<file path="src/rtl/solo_squash_reset_sequencer.sv">
// Start-up reset sequencer for the solo_squash core: synchronizes the pad reset and GPIO-ready flag,
// holds design_reset until both are stable for a qualification plus hold window. Optional: RSTSEQ_SOFT_RESET_EN.
module solo_squash_reset_sequencer #(
    parameter int unsigned SYNC_STAGES  = 2,
    parameter int unsigned READY_CYCLES = 16,
    parameter int unsigned HOLD_CYCLES  = 8,
    parameter int unsigned CNT_W        = 8
) (
    input  logic             wb_clk_i,
    input  logic             wb_rst_n,
    input  logic             ext_reset_n,
    input  logic             gpio_ready,
`ifdef RSTSEQ_SOFT_RESET_EN
    input  logic             soft_reset_req,
`endif
    output logic             design_reset,
    output logic             gpio_ready_sync,
    output logic [1:0]       seq_state,
    output logic [CNT_W-1:0] reset_count
);

    localparam int unsigned CNT_MAX = (READY_CYCLES > HOLD_CYCLES) ? READY_CYCLES : HOLD_CYCLES;
    localparam int unsigned CTR_W   = $clog2(CNT_MAX + 1);

    typedef enum logic [1:0] {
        ST_WAIT_READY = 2'd0,
        ST_HOLD       = 2'd1,
        ST_RUN        = 2'd2
    } state_t;

    state_t             state_q, state_d;
    logic [CTR_W-1:0]   ctr_q, ctr_d;
    logic [CNT_W-1:0]   rcnt_d;
    logic               dr_d;
    logic               run_exit;
    logic [SYNC_STAGES-1:0] ext_sync, rdy_sync;
    logic               qual;
    logic               soft_req;
    logic               abort;

`ifdef RSTSEQ_SOFT_RESET_EN
    assign soft_req = soft_reset_req;
`else
    assign soft_req = 1'b0;
`endif

    // Metastability synchronizers for the two asynchronous inputs
    always_ff @(posedge wb_clk_i or negedge wb_rst_n) begin
        if (!wb_rst_n) begin
            ext_sync <= '0;
            rdy_sync <= '0;
        end else begin
            ext_sync <= {ext_sync[SYNC_STAGES-2:0], ext_reset_n};
            rdy_sync <= {rdy_sync[SYNC_STAGES-2:0], gpio_ready};
        end
    end

    assign qual            = ext_sync[SYNC_STAGES-1] & rdy_sync[SYNC_STAGES-1];
    assign gpio_ready_sync = rdy_sync[SYNC_STAGES-1];
    // A soft request has the same priority as losing qualification
    assign abort           = ~qual | soft_req;

    always_ff @(posedge wb_clk_i or negedge wb_rst_n) begin
        if (!wb_rst_n) begin
            state_q      <= ST_WAIT_READY;
            ctr_q        <= '0;
            design_reset <= 1'b1;
            reset_count  <= '0;
        end else begin
            state_q      <= state_d;
            ctr_q        <= ctr_d;
            design_reset <= dr_d;
            reset_count  <= rcnt_d;
        end
    end

    // Next-state and shared counter; abort outranks terminal counts
    always_comb begin
        state_d  = state_q;
        ctr_d    = ctr_q;
        run_exit = 1'b0;
        rcnt_d   = reset_count;
        dr_d     = 1'b1;
        case (state_q)
            ST_WAIT_READY: begin
                if (abort) begin
                    ctr_d = '0;
                end else if (ctr_q == CTR_W'(READY_CYCLES - 1)) begin
                    state_d = ST_HOLD;
                    ctr_d   = '0;
                end else begin
                    ctr_d = ctr_q + CTR_W'(1);
                end
            end
            ST_HOLD: begin
                if (abort) begin
                    state_d = ST_WAIT_READY;
                    ctr_d   = '0;
                end else if (ctr_q == CTR_W'(HOLD_CYCLES - 1)) begin
                    state_d = ST_RUN;
                    ctr_d   = '0;
                end else begin
                    ctr_d = ctr_q + CTR_W'(1);
                end
            end
            ST_RUN: begin
                if (abort) begin
                    state_d  = ST_WAIT_READY;
                    ctr_d    = '0;
                    run_exit = 1'b1;
                end
            end
            default: begin
                state_d = ST_WAIT_READY;
                ctr_d   = '0;
            end
        endcase
        if (run_exit && (reset_count != {CNT_W{1'b1}})) begin
            rcnt_d = reset_count + CNT_W'(1);
        end
        dr_d = (state_d != ST_RUN);
    end

    assign seq_state = state_q;

endmodule
</file>
<file path="config.mk">
export PLATFORM = sky130hd
export DESIGN_NAME = solo_squash_reset_sequencer
export DESIGN_NICKNAME = d
export VERILOG_FILES = /design/src/rtl/solo_squash_reset_sequencer.sv
export SDC_FILE = /design/constraint.sdc
export NUM_CORES = 1
export LEC_CHECK = 0
export ABC_AREA = 1
export BUFFER_PORTS_ARGS = -buffer_cell sky130_fd_sc_hd__buf_2
export CAP_MARGIN = 15
export CORE_ASPECT_RATIO = 1.75
export CORE_MARGIN = 2
export CORE_UTILIZATION = 45
export CTS_CLUSTER_DIAMETER = 200
export CTS_CLUSTER_SIZE = 28
export DETAILED_ROUTE_END_ITERATION = 7
export PLACE_DENSITY = 0.65
export SETUP_SLACK_MARGIN = 0.2
export SKIP_CTS_REPAIR_TIMING = 1
export SYNTH_ARGS = -nofsm -noshare
export SYNTH_HDL_FRONTEND = slang
export SYNTH_SLANG_ARGS = --single-unit
</file>
<file path="constraint.sdc">
create_clock -name wb_clk_i -period 1.75 [get_ports wb_clk_i]
set_clock_uncertainty 0.15 [all_clocks]
set_input_delay 0.35 -clock wb_clk_i [delete_from_list [all_inputs] [get_ports wb_clk_i]]
set_output_delay 0.35 -clock wb_clk_i [all_outputs]
set_load 0.02 [all_outputs]
</file>
Word level (Yosys, flattened, before mapping)

Cells that the tools add are included.

Register bits after elaboration: 20
Input port bits: 4
Logic and storage cells: 32
Output and inout bits: 12

Add/sub/neg operators: 2
Muxes and demuxes: 14
Reduce and logical (&&, ||, !) cells: 2
Bitwise gates (word level): 1
Equality and inequality tests: 7

Operators with widths:

| operator                                            | count |
|---|---|
| 2-to-1 mux 5 bit                                    | 5 |
| one-hot mux 5 bit (3 select lines)                  | 1 |
| 2-to-1 mux 2 bit                                    | 5 |
| adder 8 x 1 -> 8 bit, second input constant         | 1 |
| inequality test 8 bit, second input constant        | 1 |
| one-hot mux 2 bit (3 select lines)                  | 1 |
| adder 5 x 1 -> 5 bit, second input constant         | 1 |
| equality test 5 x 3 -> 1 bit, second input constant | 1 |
| equality test 5 x 4 -> 1 bit, second input constant | 1 |
| inequality test 2 bit, second input constant        | 2 |
| equality test 2 x 1 -> 1 bit, second input constant | 1 |
| equality test 2 bit, second input constant          | 1 |
| logical NOT 2 bit                                   | 1 |
| 2-to-1 mux 1 bit                                    | 2 |
| AND 1 bit                                           | 1 |
| logical AND 1 bit                                   | 1 |

Longest topological paths before layout

Gate-level depths: netlist of the first run.

Depth in word-level cells: 5
Gate-level depth with buffers: 9
Depth with buffers taken out: 9

Least setup slack after synthesis of the first run

No wires, ideal clock.

Path type: flip-flop to flip-flop
From: register reset_count[1]
To: register reset_count[7]
Setup time: 0.117 ns
Path slack: 0.213 ns
Data arrival time: 1.271 ns
Cell stages (with the launch flop): 9
Period minus slack after synthesis: 1.537 ns
Cell sequence: dfrtp_1 -> ha_1 -> nand3_2 -> nor2_4 -> nand2_4 -> nand2_8 -> inv_6 -> nand2_1 -> nand2_1

Word-level cells in the longest chain between the ends: 2

RTL lines:

| item                                                         | line | text |
|---|---|---|
| from (decl)                                                  | 19   | `output logic [CNT_W-1:0] reset_count` |
| from (signal assigned)                                       | 73   | `reset_count <= rcnt_d;` |
| branches (longest 2 deep; another with adder 8 x 1 -> 8 bit) | n/a  |  |

Several ways; the timed one is not identified.
A chain may end at the register's enable or synchronous reset.

Worst setup path after layout of the first run

From: register reset_count[0]
To: output reset_count[0]

No word-level cell between the ends.

==> results of run 1 <==
[synth_stat cells]
library cell / number / area, sq um
nand2_8: 1 / 20.0
ha_1: 4 / 50.1
dfrtp_1: 19 / 475
inv_1: 18 / 67.6
inv_6: 1 / 8.76
nor2_1: 11 / 41.3
nor2_4: 2 / 22.5
nor2_2: 1 / 6.26
o21ai_1: 1 / 5.00
nand2_2: 1 / 6.26
o21ai_0: 3 / 15.0
nand3_2: 1 / 10.0
nand4_1: 3 / 18.8
xnor2_1: 3 / 26.3
nand2_1: 43 / 161
o211ai_1: 2 / 15.0
nand2_4: 1 / 11.3
nand3_1: 6 / 30.0
dfstp_2: 1 / 26.3
a21oi_1: 5 / 25.0
[through the flow]
| stage | worst slack, ps | instances |
|---|---|---|
| 3_5_place_dp | 104 | 167 |
| 2_1_floorplan | 213 | 127 |
| 6_report | 246 | 180 |
| 5_1_grt | 183 | 180 |
| 3_3_place_gp | 204 | 167 |
| 4_1_cts | 83.5 | 171 |
[metal layers]
layer  global-route usage (%)  routed length (um)
met4                     10.0                  17
met2                     36.1                1390
met3                     2.96                  51
met1                     21.6                 923
met5                        0                   0
[where the power goes]
group	internal [mW]	leakage (nW)	switching (mW)	total, mW
Clock	0.200	0.0288	0.148	0.348
Sequential	0.469	0.266	0.00399	0.473
Combinational	0.0103	0.406	0.0209	0.0312
[final cells by class]
| class | instances | area (sq um) |
|---|---|---|
| Fill cell | 190 | 902 |
| Multi-Input combinational cell | 89 | 538 |
| Sequential cell | 20 | 502 |
| Timing Repair Buffer | 23 | 138 |
| Inverter | 19 | 78.8 |
| Clock buffer | 4 | 55.1 |
| Tap cell | 25 | 31.3 |
[registers in the layout, indices dropped and copies added (netlist names)]
signal	cells
seq_state	2
ctr_q	5
design_reset	1
reset_count	8
rdy_sync	2
ext_sync	2
[cells by family (layout without fill, tap and decap cells)]
kind of cell / after synthesis / after routing
flops: 20 / 20
buf+inv: 19 / 46
fa+ha+maj: 4 / 4
compound gates: 11 / 11
simple gates: 70 / 71
xor+xnor: 3 / 3
[how the worst min path moves through the flow]
stage	to	slack, ps	depth (start not counted)
6_report	rdy_sync[0]	50	1
2_1_floorplan	ctr_q[0]	-100	0
5_1_grt	rdy_sync[0]	30	1
3_5_place_dp	seq_state[0]	170	1
4_1_cts	seq_state[0]	-100	1
3_3_place_gp	seq_state[0]	170	1
[worst max-delay path, cell delays in order, from the launching register on]
cell and delay (ps):
dfrtp_1 440, buf_4 160, buf_2 150
==> summary.txt, run 1 <==
Run status
  – Status: finished, final reports clean

Setup path
  – Setup CP Type: flip-flop to output pin
  – Crit Path Max Fanout: 5
  – Worst reg2reg path startpoint: ctr_q[0]
  – Worst R2R End: ctr_q[2]
  – Data arrival, critical path: 1000 ps
  – Crit path from: reset_count[0]
  – CP endpoint kind: output pin
  – R2r worst-path depth: 7
  – CP Launch Type: flip-flop
  – Critical Path End: reset_count[0]
  – Reg2reg setup slack: 250 ps
  – CP required: 1250 ps

STA
  – TNS Setup: 0 ps
  – Fmax: 665 MHz
  – Hold slack: 45.3 ps
  – Final max-slew violation count: 0
  – Final worst-path cycle share: 86.0%
  – Slew margin rel.: 68.9%
  – RSZ-0062 raised after global routing: yes
  – Final min period: 1500 ps
  – Final Hold Vio Count: 0
  – Final setup viols: 0
  – Slew @ Worst Pin: 466 ps

Yosys
  – Syn Nets: between 100 and 150
  – Largest family of logic cells by synthesized area: simple AND/OR/NAND/NOR gates
  – Register bit total from synthesis: 20
  – Synth Area in Simple Gates: 31.5%
  – Post-Synth XOR/XNOR Area: 2.52%
  – Post-Syn Area: 0.00104 sq mm
  – Mapped Avg Cell Area: between 8 and 9 sq um
  – Yosys cell types: 20
  – Synth Warn #: 0
  – Mux cell area share after synthesis: 0%
  – Post-synthesis adder-cell area fraction: between 4 and 5%
  – Complex-gate fraction of the synthesized area: 5.76%
  – Seq/Total Area, Yosys: 48.1%
  – Cells after synthesis: about 130

Global routing
  – Initial antenna violation count: 0
  – Total global-route track usage: 20.3%
  – Vias in the first global route: between 800 and 900
  – Grt ovf: 0
  – Largest net degree at the start of global routing: 21
  – First-pass GRT wire length: between 3000 and 4000 um

Floorplanning
  – Initial core utilization: 46.4%
  – Top Ports: 16
  – Die ar.: 0.00273 sq mm
  – DIE WIDTH: ~40 um
  – Cell Rows: 23
  – Core area: between 0.002 and 0.0025 sq mm
  – Die Ht: around 68 um

Min path
  – Worst Hold Launch: gpio_ready
  – Worst Hold Class: input port to flip-flop

Routing
  – Vias/cell: ~5.0
  – Residual DRC count: 0
  – Routed wire length: roughly 2400 um
  – Routed len/inst: 13.2 um
  – Routed Antenna Nets: 0
  – Drt pass-1 iters: 4
  – Via Count: 901
  – 1st-iter DRT viols: 11

Final layout
  – # diodes: 0
  – Commonest cells after routing, fill and taps aside: nand2_1, dfrtp_1, inv_1, buf_2, nor2_1
  – Final nets: between 150 and 200
  – Fin util: 59.8%
  – P&R area growth vs syn: 28.8%
  – Fin area: between 0.001 and 0.0015 sq mm
  – Most common cell after layout, fill and taps aside: nand2_1
  – Layout cells sized above 1: 29.7%

Power
  – Pleak: 0.700 nW
  – Total Power: 0.852 mW
  – Pwr Density: 634 mW/mm^2
  – Worst VDD drop: 0.000568 V

Clock tree
  – H-tree depth: 1
  – CTS tree: done
  – CTS root buffer: clkbuf_8
  – Num CTS Buffers: 3
  – Clk_lat worst skew: 250 ps
  – Clock Sinks: 20
  – CTS max path bufs: 2
  – Clock-pin transition on the worst setup and hold timing paths: 70 ps

Placed design
  – Dpl hpwl: 1560 um
  – GPL Wtd Cong: 0.735
  – Port Buffers: 15
  – Post-DP Area: 0.00115 sq mm

Flow run
  – Maxcap violations: 0
Power figures use the tool's default switching activity.
==> run 2: changes to the inputs <==
CORE_ASPECT_RATIO = default   (was 1.75)
CORE_UTILIZATION = 54   (was 45)
PLACE_DENSITY = 0.75   (was 0.65)
==> run 2 against run 1 <==
First-iteration DRC count up 18%. Worst setup slack worse by 15 ps. Final cell count down 1.7%. Critical endpoint is now ctr_q[0]. Non-clock buffer count down 2. Sequential share of layout area up 2.3 points.
==> summary.txt, run 2 (synthesis results as in run 1) <==
Setup path
  – CP required: 1830 ps
  – Data arrival, critical path: 1600 ps
  – Slowest stage cell, crit path: dfrtp_1
  – CP peak stage delay: roughly 420 ps
  – Top delay family on crit path: flip-flops
  – CP Buf/Inv Count: 1
  – Crit Path Max Fanout: 3
  – Cell repeated most along the worst path: nand2_2
  – Setup CP Type: flip-flop to flip-flop
  – CP endpoint kind: flip-flop
  – CP cell instances: ha_2, nand2_4, nor2_4, ha_4, inv_1, nand2_1, nand2_2, nand2_2, o21ai_2
  – CP Launch Type: flip-flop

Power
  – Worst VDD drop: 0.000568 V
  – Pleak: 0.668 nW
  – Pwr Density: 579 mW/mm^2

Final layout
  – Commonest cells after routing, fill and taps aside: nand2_1, inv_1, dfrtp_1, buf_2, nor2_1
  – Register area: 503 sq um
  – Largest reg by FF count: reset_count
  – Largest register FFs: 8
  – Fillers: roughly 150
  – Fin area: about 0.0013 sq mm
  – Final nets: roughly 160
  – Largest registers: reset_count x8, ctr_q x5
  – # diodes: 0
  – P&R area growth vs syn: 21.6%
  – Most common cell after layout, fill and taps aside: nand2_1
  – Multi-input logic area: slightly above 500 sq um
  – Layout cells sized above 1: between 20% and 30%

STA
  – TNS Setup: 0 ps
  – Final max-slew violation count: 0
  – RSZ-0062 raised after global routing: yes
  – Final worst-path cycle share: 86.8%
  – Final Hold Vio Count: 0
  – Slew @ Worst Pin: 434 ps
  – Slew margin rel.: 71.1%
  – Final min period: 1520 ps
  – Hold slack: 15.1 ps
  – Fmax: 658 MHz
  – Final setup viols: 0

Routing
  – 1st-iter DRT viols: 13
  – Routed Antenna Nets: 0
  – Via Count: 908
  – Routed len/inst: 11.9 um
  – Routed wire length: 2110 um
  – Vias/cell: 5.13
  – Residual DRC count: 0
  – Drt pass-1 iters: 4

Placed design
  – GPL Wtd Cong: 0.835
  – Post-DP Area: around 0.0011 sq mm
  – Dpl hpwl: 1490 um
  – Port Buffers: 15

Global routing
  – First-pass GRT wire length: 3250 um
  – Grt ovf: 0
  – Total global-route track usage: slightly above 20%
  – Vias in the first global route: slightly below 800
  – Largest net degree at the start of global routing: 21
  – Initial antenna violation count: 0

Clock tree
  – Num CTS Buffers: 3
  – Clock Sinks: 20
  – H-tree depth: 1
  – Clock-pin transition on the worst setup and hold timing paths: between 100 and 150 ps
  – CTS tree: done
  – CTS max path bufs: 2
  – CTS root buffer: clkbuf_4
  – Clk_lat worst skew: 300 ps

Floorplanning
  – Die ar.: between 0.002 and 0.0025 sq mm
  – Top Ports: 16
  – DIE WIDTH: ~48 um
  – Core area: around 0.0018 sq mm
  – Cell Rows: 15
  – Initial core utilization: between 50% and 60%
  – Die Ht: around 48 um

Run status
  – Status: finished, final reports clean

Flow run
  – Maxcap violations: 0

Min path
  – Worst Hold Class: input port to flip-flop
-- run 2: cell count changes in the layout (fill, tap and decap cells not counted), moves of 3 or more --
cell      before  now
clkbuf_8       4    0
buf_4          7    4
nand2_1       37   40
nand2_2        6    3
clkbuf_4       0    3
-- run 2: per-stage QoR --
step / util, % / total power, mW / worst slack (ps) / instances
after CTS: 66.6 / 0.733 / 63.5 / 171
final: 71.8 / 0.734 / 231 / 177
after global routing: 71.8 / 0.765 / 160 / 177
after detailed placement: 65.1 / 0.508 / 93.8 / 167
after global placement: 65.1 / 0.506 / 190 / 167
after floorplan: - / 0.491 / 213 / 127
-- run 2: routing by layer --
layer  vias up  track usage [%]  share of wire (%)
met1       431             27.4                 45
met3         4             3.02                4.2
met2        26             33.9                 50
met5         -                0                  0
met4         0             5.95                1.6
li1        447                -                  -
-- run 2: final cells by class --
class                   count  share of cell area (%)
clock buffers               4                    2.07
inverters                  19                    6.02
flip-flops and latches     20                    39.7
well taps                  25                    2.47
repair buffers             21                    9.87
multi-input cells          88                    39.9
-- run 2: worst register-to-register path, cell delays in order, from the launching register on --
cell and delay (ps):
dfrtp_1 420, ha_2 220, nand2_4 80, nor2_4 40, ha_4 150, inv_1 60
nand2_1 70, nand2_2 100, nand2_2 50, o21ai_2 130
-- run 2: power by group --
group / switching, mW / total [mW] / leakage [nW] / internal [mW]
sequential: 0.00358 / 0.472 / 0.264 / 0.469
combinational: 0.0209 / 0.0332 / 0.389 / 0.0122
clock: 0.140 / 0.229 / 0.0150 / 0.0886
-- run 2: worst paths after layout --
kind	start	end	slack (ps)	cells past startpoint
max	ctr_q[1]	ctr_q[0]	230	9
min	ext_reset_n	ext_sync[0]	20	1
max reg2reg	ctr_q[1]	ctr_q[0]	230	9
min reg2reg	ext_sync[0]	ext_sync[1]	230	0
max in group asynchronous	wb_rst_n	design_reset	750	2
min in group asynchronous	wb_rst_n	reset_count[7]	360	2
==> run 3: changes to the inputs <==
CAP_MARGIN = 20   (was 15)
CORE_UTILIZATION = 58   (was 54)
PLACE_DENSITY = 0.8   (was 0.75)
RECOVER_POWER = 50   (was default)
clock period = 1.8 ns   (was 1.75 ns; I/O delays follow)
==> run 3 against run 2 <==
Non-clock buffer count unchanged. Power shrank 3.9%. Via count increased by 0.33%. Sequential power down 3%. Global-route usage down 0.41 points. Worst setup slack worse by 9.6 ps. Wire length is 1.7% lower. Die area fell by 6.3%. Flip-flop and latch count is the same. Utilization up 1.7 points. Clock power fell by 6%. Hold slack gained 10 ps. Critical path type unchanged. Highest routed layer unchanged.
==> summary.txt, run 3 (synthesis results as in run 1) <==
Run status
  – Status: finished, final reports clean

Final layout
  – Largest register FFs: 8
  – Non-filler cells, final: 177
  – Most common cell after layout, fill and taps aside: nand2_1
  – Fin area: 0.00126 sq mm
  – # diodes: 0
  – P&R area growth vs syn: 20.5%
  – Final nets: 161
  – Largest registers: reset_count x8, ctr_q x5
  – Commonest cells after routing, fill and taps aside: nand2_1, dfrtp_1, inv_1, buf_2, nor2_1
  – Largest reg by FF count: reset_count
  – Fin util: 73.6%
  – Layout cells sized above 1: a little under a quarter

Placed design
  – Port Buffers: 15
  – Dpl hpwl: 1410 um
  – GPL Wtd Cong: 0.825
  – Placed cells: 167
  – Post-DP Area: 0.00115 sq mm

Setup path
  – Slowest stage cell, crit path: dfrtp_1
  – Setup CP Type: flip-flop to flip-flop
  – Crit Path Max Fanout: 3
  – CP required: 1870 ps
  – CP Buf/Inv Count: 1
  – CP cell instances: ha_1, nand2_4, nor2_4, ha_2, inv_1, nand2_1, nand2_2, nand2_1, o21ai_1
  – CP endpoint kind: flip-flop
  – Cell repeated most along the worst path: nand2_1
  – CP Launch Type: flip-flop
  – Top delay family on crit path: adder cells
  – Data arrival, critical path: 1650 ps
  – CP peak stage delay: 410 ps

STA
  – TNS Setup: 0 ps
  – Slew @ Worst Pin: around 500 ps
  – Slew margin rel.: roughly 67%
  – Final worst-path cycle share: 87.7%
  – Final setup viols: 0
  – Final max-slew violation count: 0
  – Final Hold Vio Count: 0
  – Hold slack: between 20 and 30 ps
  – Final min period: 1580 ps
  – Fmax: 633 MHz
  – RSZ-0062 raised after global routing: no

Power
  – Pleak: 0.666 nW
  – Worst VDD drop: 0.000755 V
  – Pwr Density: 562 mW/mm^2

Routing
  – Routed Antenna Nets: 0
  – Drt pass-1 iters: 4
  – Via Count: between 900 and 1000
  – Routed len/inst: 11.7 um
  – Vias/cell: 5.15
  – 1st-iter DRT viols: 32
  – Residual DRC count: 0
  – Routed wire length: 2070 um

Floorplanning
  – Core area: 0.00171 sq mm
  – DIE WIDTH: 46.4 um
  – Die Ht: 46.4 um
  – Top Ports: 16
  – Die ar.: about 0.0022 sq mm
  – Cell Rows: 15
  – Initial core utilization: approximately three fifths

Clock tree
  – CTS root buffer: clkbuf_4
  – CTS tree: done
  – Clock-pin transition on the worst setup and hold timing paths: 110 ps
  – Clock Sinks: 20
  – CTS max path bufs: 2
  – Clk_lat worst skew: 290 ps
  – Num CTS Buffers: 3
  – H-tree depth: 1

Global routing
  – Initial antenna violation count: 0
  – Total global-route track usage: between 10% and 20%
  – First-pass GRT wire length: between 3000 and 4000 um
  – Vias in the first global route: slightly above 700
  – Largest net degree at the start of global routing: 21
  – Grt ovf: 0

Flow run
  – Maxcap violations: 0

Min path
  – Worst Hold Class: input port to flip-flop
-- run 3: final cells by class --
cell class                 instances  area, sq um
tap                               25         31.3
timing repair buffer              21          124
sequential                        20          502
multi-input combinational         88          497
clock buffer                       4         26.3
inverter                          19         76.3
fill                             120          452
-- run 3: power breakdown --
| part | internal, mW | total (mW) | switching, mW |
|---|---|---|---|
| registers | 0.456 | 0.459 | 0.00320 |
| clock network | 0.0860 | 0.215 | 0.129 |
| logic | 0.0117 | 0.0323 | 0.0206 |
-- run 3: per-layer routing --
metal | GRT usage [%] | up-vias | routed length, um
li1 | - | 447 | -
met2 | 29.7 | 26 | 999
met4 | 4.57 | 0 | 25
met3 | 5.10 | 4 | 106
met1 | 29.0 | 434 | 939
met5 | 0 | - | 0
-- run 3: stage by stage --
stage | power [mW] | setup WS [ps]
2_1_floorplan | 0.478 | 263
3_3_place_gp | 0.492 | 241
3_5_place_dp | 0.493 | 152
4_1_cts | 0.704 | 112
5_1_grt | 0.738 | 129
6_report | 0.706 | 221
-- run 3: path summary, 6_finish.rpt --
check	startpoint	endpoint	slack [ps]	cells after the start
setup / recovery	ctr_q[1]	ctr_q[0]	220	9
hold / removal	gpio_ready	rdy_sync[0]	30	1
setup reg to reg	ctr_q[1]	ctr_q[0]	220	9
hold reg to reg	ext_sync[0]	ext_sync[1]	210	0
max in group asynchronous	wb_rst_n	design_reset	750	2
min in group asynchronous	wb_rst_n	ctr_q[4]	400	2
